===== src/rtl/alu_ctrl_pkg.sv =====
`default_nettype none
// ============================================================================
// Module      : alu_ctrl_pkg
// Description : Shared codes for the MIPS ALU control / MULTU-DIVU sequencer.
// Revision    : 1.0 - initial release
// ============================================================================
package alu_ctrl_pkg;

    // ALUOp codes from Control
    localparam logic [2:0] c_aluop_and   = 3'b000;
    localparam logic [2:0] c_aluop_or    = 3'b001;
    localparam logic [2:0] c_aluop_add   = 3'b010;
    localparam logic [2:0] c_aluop_sub   = 3'b011;
    localparam logic [2:0] c_aluop_funct = 3'b100;

    // ALU control codes
    localparam logic [2:0] c_alu_and = 3'b000;
    localparam logic [2:0] c_alu_or  = 3'b001;
    localparam logic [2:0] c_alu_add = 3'b010;
    localparam logic [2:0] c_alu_sub = 3'b110;
    localparam logic [2:0] c_alu_slt = 3'b111;

    // R-type funct codes
    localparam logic [5:0] c_fn_add   = 6'b100000;
    localparam logic [5:0] c_fn_sub   = 6'b100010;
    localparam logic [5:0] c_fn_and   = 6'b100100;
    localparam logic [5:0] c_fn_or    = 6'b100101;
    localparam logic [5:0] c_fn_slt   = 6'b101010;
    localparam logic [5:0] c_fn_multu = 6'b011001;
    localparam logic [5:0] c_fn_divu  = 6'b011011;
    localparam logic [5:0] c_fn_mfhi  = 6'b010000;
    localparam logic [5:0] c_fn_mflo  = 6'b010010;

    // Write-back mux select
    localparam logic [1:0] c_mf_alu = 2'b00;
    localparam logic [1:0] c_mf_hi  = 2'b01;
    localparam logic [1:0] c_mf_lo  = 2'b10;

    typedef enum logic [1:0] {
        ST_IDLE = 2'b00,
        ST_RUN  = 2'b01,
        ST_DONE = 2'b10
    } md_state_t;

endpackage
`default_nettype wire


===== src/rtl/alu_ctrl_decode.sv =====
`default_nettype none
// ============================================================================
// Module      : alu_ctrl_decode
// Description : Combinational ALUOp/funct decode. DIVU is recognised only
//               when DIV_EN is defined; otherwise it decodes as illegal.
// Revision    : 1.0 - initial release
// ============================================================================
module alu_ctrl_decode
    import alu_ctrl_pkg::*;
(
    input  logic [2:0] aluop,
    input  logic [5:0] funct,
    output logic [2:0] alu_ctrl,
    output logic       illegal,
    output logic [1:0] mf_sel,
    output logic       is_mul,
    output logic       is_div
);

    always_comb begin
        alu_ctrl = c_alu_add;
        illegal  = 1'b0;
        mf_sel   = c_mf_alu;
        is_mul   = 1'b0;
        is_div   = 1'b0;
        case (aluop)
            c_aluop_and: alu_ctrl = c_alu_and;
            c_aluop_or:  alu_ctrl = c_alu_or;
            c_aluop_add: alu_ctrl = c_alu_add;
            c_aluop_sub: alu_ctrl = c_alu_sub;
            c_aluop_funct: begin
                case (funct)
                    c_fn_add:   alu_ctrl = c_alu_add;
                    c_fn_sub:   alu_ctrl = c_alu_sub;
                    c_fn_and:   alu_ctrl = c_alu_and;
                    c_fn_or:    alu_ctrl = c_alu_or;
                    c_fn_slt:   alu_ctrl = c_alu_slt;
                    c_fn_multu: is_mul   = 1'b1;
                    c_fn_divu: begin
`ifdef DIV_EN
                        is_div  = 1'b1;
`else
                        illegal = 1'b1;
`endif
                    end
                    c_fn_mfhi:  mf_sel   = c_mf_hi;
                    c_fn_mflo:  mf_sel   = c_mf_lo;
                    default:    illegal  = 1'b1;
                endcase
            end
            default: illegal = 1'b1;
        endcase
    end

endmodule
`default_nettype wire


===== src/rtl/alu_ctrl_seq.sv =====
`default_nettype none
// ============================================================================
// Module      : alu_ctrl_seq
// Description : ALU control decode plus radix-2 MULTU/DIVU sequencer with
//               HI/LO registers. Define DIV_EN to build the divider.
// Revision    : 1.0 - initial release
// ============================================================================
module alu_ctrl_seq
    import alu_ctrl_pkg::*;
#(
    parameter int WIDTH = 32
)
(
    input  logic             clk,
    input  logic             reset,
    input  logic [2:0]       aluop,
    input  logic [5:0]       funct,
    input  logic             start,
    input  logic [WIDTH-1:0] op_a,
    input  logic [WIDTH-1:0] op_b,
    output logic [2:0]       alu_ctrl,
    output logic             illegal,
    output logic             stall,
    output logic [1:0]       mf_sel,
    output logic [WIDTH-1:0] hi,
    output logic [WIDTH-1:0] lo,
    output logic             md_busy,
    output logic             md_done,
    output logic             div0
);

    localparam int              CNT_W  = $clog2(WIDTH + 1);
    localparam logic [CNT_W-1:0] c_last = CNT_W'(WIDTH - 1);

    md_state_t        r_state;
    md_state_t        w_state_nxt;
    logic [CNT_W-1:0] r_cnt;
    logic [WIDTH-1:0] r_acc_hi;
    logic [WIDTH-1:0] r_acc_lo;
    logic [WIDTH-1:0] r_opb;
    logic [WIDTH-1:0] r_hi;
    logic [WIDTH-1:0] r_lo;
    logic             w_is_mul;
    logic             w_is_div;
    logic             w_md_funct;
    logic             w_accept;
    logic             w_div_zero;
    logic             w_last;
    logic [WIDTH:0]   w_mul_sum;
    logic [WIDTH-1:0] w_step_hi;
    logic [WIDTH-1:0] w_step_lo;

    alu_ctrl_decode u_decode (
        .aluop    (aluop),
        .funct    (funct),
        .alu_ctrl (alu_ctrl),
        .illegal  (illegal),
        .mf_sel   (mf_sel),
        .is_mul   (w_is_mul),
        .is_div   (w_is_div)
    );

    assign md_busy    = (r_state == ST_RUN);
    assign md_done    = (r_state == ST_DONE);
    assign hi         = r_hi;
    assign lo         = r_lo;
    assign w_md_funct = (funct == c_fn_multu) | (funct == c_fn_divu) |
                        (funct == c_fn_mfhi)  | (funct == c_fn_mflo);
    assign stall      = start & md_busy & w_md_funct & (aluop == c_aluop_funct);
    assign w_accept   = start & ~md_busy & (w_is_mul | w_is_div);
    assign w_last     = (r_cnt == c_last);

    // Shift-add: add multiplicand into the upper half when the LSB of the
    // multiplier is set, then shift the whole 2*WIDTH accumulator right.
    assign w_mul_sum = {1'b0, r_acc_hi} + (r_acc_lo[0] ? {1'b0, r_opb} : '0);

`ifdef DIV_EN
    logic             r_is_div;
    logic             r_div0;
    logic [WIDTH:0]   w_div_shift;
    logic [WIDTH:0]   w_div_diff;

    assign w_div_zero  = w_is_div & (op_b == '0);
    assign div0        = r_div0 & md_done;
    // Restoring step: remainder in acc_hi, dividend/quotient in acc_lo
    assign w_div_shift = {r_acc_hi, r_acc_lo[WIDTH-1]};
    assign w_div_diff  = w_div_shift - {1'b0, r_opb};

    always_comb begin
        w_step_hi = w_mul_sum[WIDTH:1];
        w_step_lo = {w_mul_sum[0], r_acc_lo[WIDTH-1:1]};
        if (r_is_div) begin
            if (w_div_diff[WIDTH]) begin
                w_step_hi = w_div_shift[WIDTH-1:0];
                w_step_lo = {r_acc_lo[WIDTH-2:0], 1'b0};
            end else begin
                w_step_hi = w_div_diff[WIDTH-1:0];
                w_step_lo = {r_acc_lo[WIDTH-2:0], 1'b1};
            end
        end
    end

    always_ff @(posedge clk or posedge reset) begin
        if (reset) begin
            r_is_div <= 1'b0;
            r_div0   <= 1'b0;
        end else if (w_accept) begin
            r_is_div <= w_is_div;
            r_div0   <= w_div_zero;
        end
    end
`else
    assign w_div_zero = 1'b0;
    assign div0       = 1'b0;
    assign w_step_hi  = w_mul_sum[WIDTH:1];
    assign w_step_lo  = {w_mul_sum[0], r_acc_lo[WIDTH-1:1]};
`endif

    always_ff @(posedge clk or posedge reset) begin
        if (reset) begin
            r_state <= ST_IDLE;
        end else begin
            r_state <= w_state_nxt;
        end
    end

    always_comb begin
        w_state_nxt = r_state;
        case (r_state)
            ST_IDLE, ST_DONE: begin
                if (w_accept) begin
                    w_state_nxt = w_div_zero ? ST_DONE : ST_RUN;
                end else begin
                    w_state_nxt = ST_IDLE;
                end
            end
            ST_RUN: begin
                if (w_last) begin
                    w_state_nxt = ST_DONE;
                end
            end
            default: w_state_nxt = ST_IDLE;
        endcase
    end

    always_ff @(posedge clk or posedge reset) begin
        if (reset) begin
            r_cnt    <= '0;
            r_acc_hi <= '0;
            r_acc_lo <= '0;
            r_opb    <= '0;
            r_hi     <= '0;
            r_lo     <= '0;
        end else if (w_accept) begin
            r_cnt    <= '0;
            r_acc_hi <= '0;
            r_acc_lo <= op_a;
            r_opb    <= op_b;
            if (w_div_zero) begin
                r_hi <= op_a;
                r_lo <= '1;
            end
        end else if (md_busy) begin
            r_cnt    <= r_cnt + 1'b1;
            r_acc_hi <= w_step_hi;
            r_acc_lo <= w_step_lo;
            if (w_last) begin
                r_hi <= w_step_hi;
                r_lo <= w_step_lo;
            end
        end
    end

endmodule
`default_nettype wire


===== config.mk =====
export PLATFORM = sky130hd
export DESIGN_NAME = alu_ctrl_seq
export DESIGN_NICKNAME = d
export VERILOG_FILES = /design/src/rtl/alu_ctrl_pkg.sv /design/src/rtl/alu_ctrl_decode.sv /design/src/rtl/alu_ctrl_seq.sv
export SDC_FILE = /design/constraint.sdc
export NUM_CORES = 1
export LEC_CHECK = 0
export CORE_UTILIZATION = 46
export DETAILED_ROUTE_END_ITERATION = 6
export PLACE_DENSITY = 0.7
export SYNTH_ARGS = -nofsm -noshare
export SYNTH_HDL_FRONTEND = slang
export SYNTH_HIERARCHICAL = 1
export SYNTH_SLANG_ARGS = --single-unit

===== constraint.sdc =====
create_clock -name clk -period 7.4 [get_ports clk]
set_input_delay 0.74 -clock clk [delete_from_list [all_inputs] [get_ports clk]]
set_output_delay 0.74 -clock clk [all_outputs]
set_load 0.005 [all_outputs]

==> flow_summary.yaml <==
status:
  run_status: "completed"
cts:
  cts_resized: 0
  ctsHoldBuffers: 0
  clk_pin_slew_worst_paths_ns: 0.07
  tritoncts: "done"
  clk_path_buf_depth: 2
  cts.sinks: 168
  htree_levels: 4
  clock_latency_ns: 0.44
  cts-root-buf: "clkbuf_16"
  cts_setup_buffers: 0
  cts_buffers: 17
global_routing:
  grt_pass1_wl_mm: 35.8
  grt_max_degree: 108
  grt-ovfl-total: 0
  grt_pass1_vias: 7058
  antenna_found_initial: 0
  gr-usage-all-layers: 0.222
critical_path:
  crit_arrival_ns: 4.05
  path_class: "input port to register"
  crit_start: "aluop[0]"
  r2r_start: "r_acc_lo[0]"
  worstPathCellList: "clkdlybuf4s50_1 > or4b_4 > nand2b_4 > nor2_1 > o21ai_4 > buf_4 > nor2_4 > mux2_2"
  max_stage_delay_ns: 0.90
  start_kind: "input port"
  crit_fanout: 63
  endpoint_kind: "register"
  required_ns: 7.72
  critPathTopFamily: "simple AND/OR/NAND/NOR gates"
  cp_slowest_cell: "nor2_4"
  path_buf_inv: 2
synth:
  yosys-top-cells-area: "dfrtp_1 46%, nand2_1 8.2%, o21ai_0 5.4%"
  synth_top_family_by_area: "simple AND/OR/NAND/NOR gates"
  async_flop_share: 1.00
  synth_top_area_frac: 0.462
  synth_area_um2: 9100
  yosys.cell_types.count: 78
  ys_ff_latch: 168
  synthAdderAreaFrac: 0.0476
  syn_nets: 1074
  avgSynthCellArea_um2: 9.44
  yosys_warnings: 6
  ys_seq_area_frac: 0.462
  synthXorXnorAreaFrac: 0.0250
  synth_ff_type: "dfrtp_1"
  synth_edf_count: 0
  synth-simple-area-share: 0.192
  post-synth-top-area-cell: "dfrtp_1"
  synth_compound_area_frac: 0.160
  synthMuxAreaShare: 0.0807
  postSynthCellCount: 964
route:
  via_count: 7340
  routed_wl_mm: 21.4
  drc: 0
  first_iter_violations: 433
  vias_per_cell: 5.42
  dr.pass1.iters: 7
  wl_per_cell_um: 15.8
  drtAntennaViolNets: 0
power_and_ir_drop:
  swShare: 0.378
  p_int_uw: 2650
  clockPowerShare: 0.203
  peakVddDrop_uv: 190
  p_per_area_nw_per_um2: 377
  seqPwrFrac: 0.367
  comb_power_share: 0.429
  p_sw_uw: 1610
  p_leak_uw: 0.00503
min_path:
  hold_path.class: "register to register"
  hp-start: "hi[0]"
timing:
  hold_viol: 0
  period_minus_slack_ns: 3.73
  rsz0062_at_grt: "no"
  setup_viol: 0
  report.final.slew_viol_count: 0
  final.setup_skew_ns: 0.0121
  max_freq_ghz: 0.268
  setup_ws_ns: 3.67
  timing.hold.ws_ns: 0.472
  tightest_slew_ns: 1.02
  fin_setup_tns_ns: 0
  fin_crit_sh: 0.504
  relSlewSlack: 0.320
cells_and_area:
  finalNetCount: 1186
  n_fill_cell: 1730
  multi_input_area_um2: 4630
  syn2layout_area_growth_pct: 24.3
  layout-drive-gt1-share: 0.0955
  stdcell_area_um2: 11300
  finish.utilization: 0.583
  antennaDiodeCount: 0
  seq_area_um2: 4200
die:
  coreArea_um2: 19400
  die_w_um: 143
  die_h_um: 143
  num_rows: 51
  die_area_um2: 20300
  start_util: 0.469
  pin_count: 150
placement:
  place_worst_setup_slack_ns: 3.23
  io_buffer_count: 148
  hpwl_mm: 14.5
  place_area_um2: 10700
  gp_congestion: 0.901
job:
  drv_cap: 0
-- cells in the mapped netlist, types with 3 or more instances --
library cell,number
or3_1,6
a211oi_1,4
nor2b_1,7
o21bai_1,4
o21a_1,3
a31o_2,3
mux2i_1,34
and3_1,6
xor2_1,14
dfrtp_1,168
o22ai_1,3
buf_1,9
nand2b_1,7
nand3_1,48
nor3_1,10
ha_1,33
a21boi_0,3
a31oi_1,10
a21oi_2,3
and2_1,37
nand2_1,198
xnor2_1,12
a21oi_1,37
mux2_2,35
inv_1,8
clkbuf_1,37
o21ai_0,98
a21o_1,12
nor2_1,28
nand4_1,8
o31ai_1,5
o211ai_1,5
o21ai_1,5
buf_2,12
-- stage by stage --
| stage | instances | total power (uW) |
|---|---|---|
| final | 1354 | 4260 |
| after global routing | 1354 | 4590 |
| after CTS | 1354 | 4290 |
| after detailed placement | 1322 | 3400 |
| after global placement | 1322 | 3360 |
| after floorplan | 964 | 2690 |
-- placed cells by master (no fill, tap or decap), drive strengths merged, types with 5 or more instances in the layout --
cell	synthesis	final
nor2	28	28
and2	37	37
nand3	48	48
nand2	198	198
a21oi	41	41
clkinv	1	5
nand2b	8	8
xnor2	12	12
clkdlybuf4s50	0	148
inv	8	16
buf	23	6
a31oi	11	11
o21ai	104	104
nor2b	7	7
or3	7	7
clkbuf	38	17
nor3	11	11
mux2i	34	34
ha	33	33
o211ai	5	5
o21bai	5	5
and3	6	6
mux2	35	35
o31ai	7	7
nand4	8	8
xor2	14	14
a21o	12	12
dfrtp	168	168
-- logic make-up after synthesis --
kind of cell,Yosys count
AOI/OAI and AO/OA,223
xor gates and xnor gates,26
DFF,168
muxes,69
other,2
adders and majority gates,34
buffers and inverters,70
and+or+nand+nor,372
-- worst register-to-register path, cell delays in order (launching register included) --
cell      delay (ns)
dfrtp_1         0.64
buf_4           0.31
and2_1          0.18
ha_1            0.30
a211oi_1        0.29
o21ai_0         0.15
a21oi_1         0.48
o22a_1          0.29
nand4_1         0.13
mux2_2          0.33
nand3_1         0.08
-- power by group through the flow --
stage / registers, uW / logic (uW) / clock network, uW
6_report: 1570 / 1830 / 867
5_1_grt: 1620 / 2050 / 921
4_1_cts: 1570 / 1830 / 884
3_5_place_dp: 1580 / 1820 / 0
3_3_place_gp: 1570 / 1790 / 0
2_1_floorplan: 1540 / 1160 / 0
-- cell type report --
| type | instances | area share |
|---|---|---|
| multi-input combinational | 726 | 0.409 |
| tap | 265 | 0.0293 |
| clock buffer | 17 | 0.0376 |
| clock inverter | 15 | 0.0137 |
| timing repair buffer | 154 | 0.135 |
| inverter | 9 | 0.00343 |
| sequential | 168 | 0.372 |
-- path summary, 6_finish.rpt --
check                               endpoint  slack [ns]  depth (start not counted)
worst max-delay path               r_opb[22]        3.67                          8
worst min-delay path                   hi[0]        0.47                          2
worst max register to register        hi[30]        4.15                         10
worst min register to register         hi[0]        0.47                          2
max in group asynchronous       r_acc_hi[13]        5.16                          3
min in group asynchronous             lo[16]        0.88                          2
-- per-layer routing --
metal,vias up,track usage,part of all wire
li1,3606,-,-
met1,3523,0.313,0.48
met2,185,0.349,0.46
met3,26,0.0399,0.046
met4,0,0.0617,0.013
met5,-,0,0
-- registers in the layout (all words and copies together) (netlist names) --
signal    cells
r_acc_hi     32
r_opb        32
hi           32
r_state       2
lo           32
r_cnt         6
r_acc_lo     32
(Power assumes the default switching activity.)
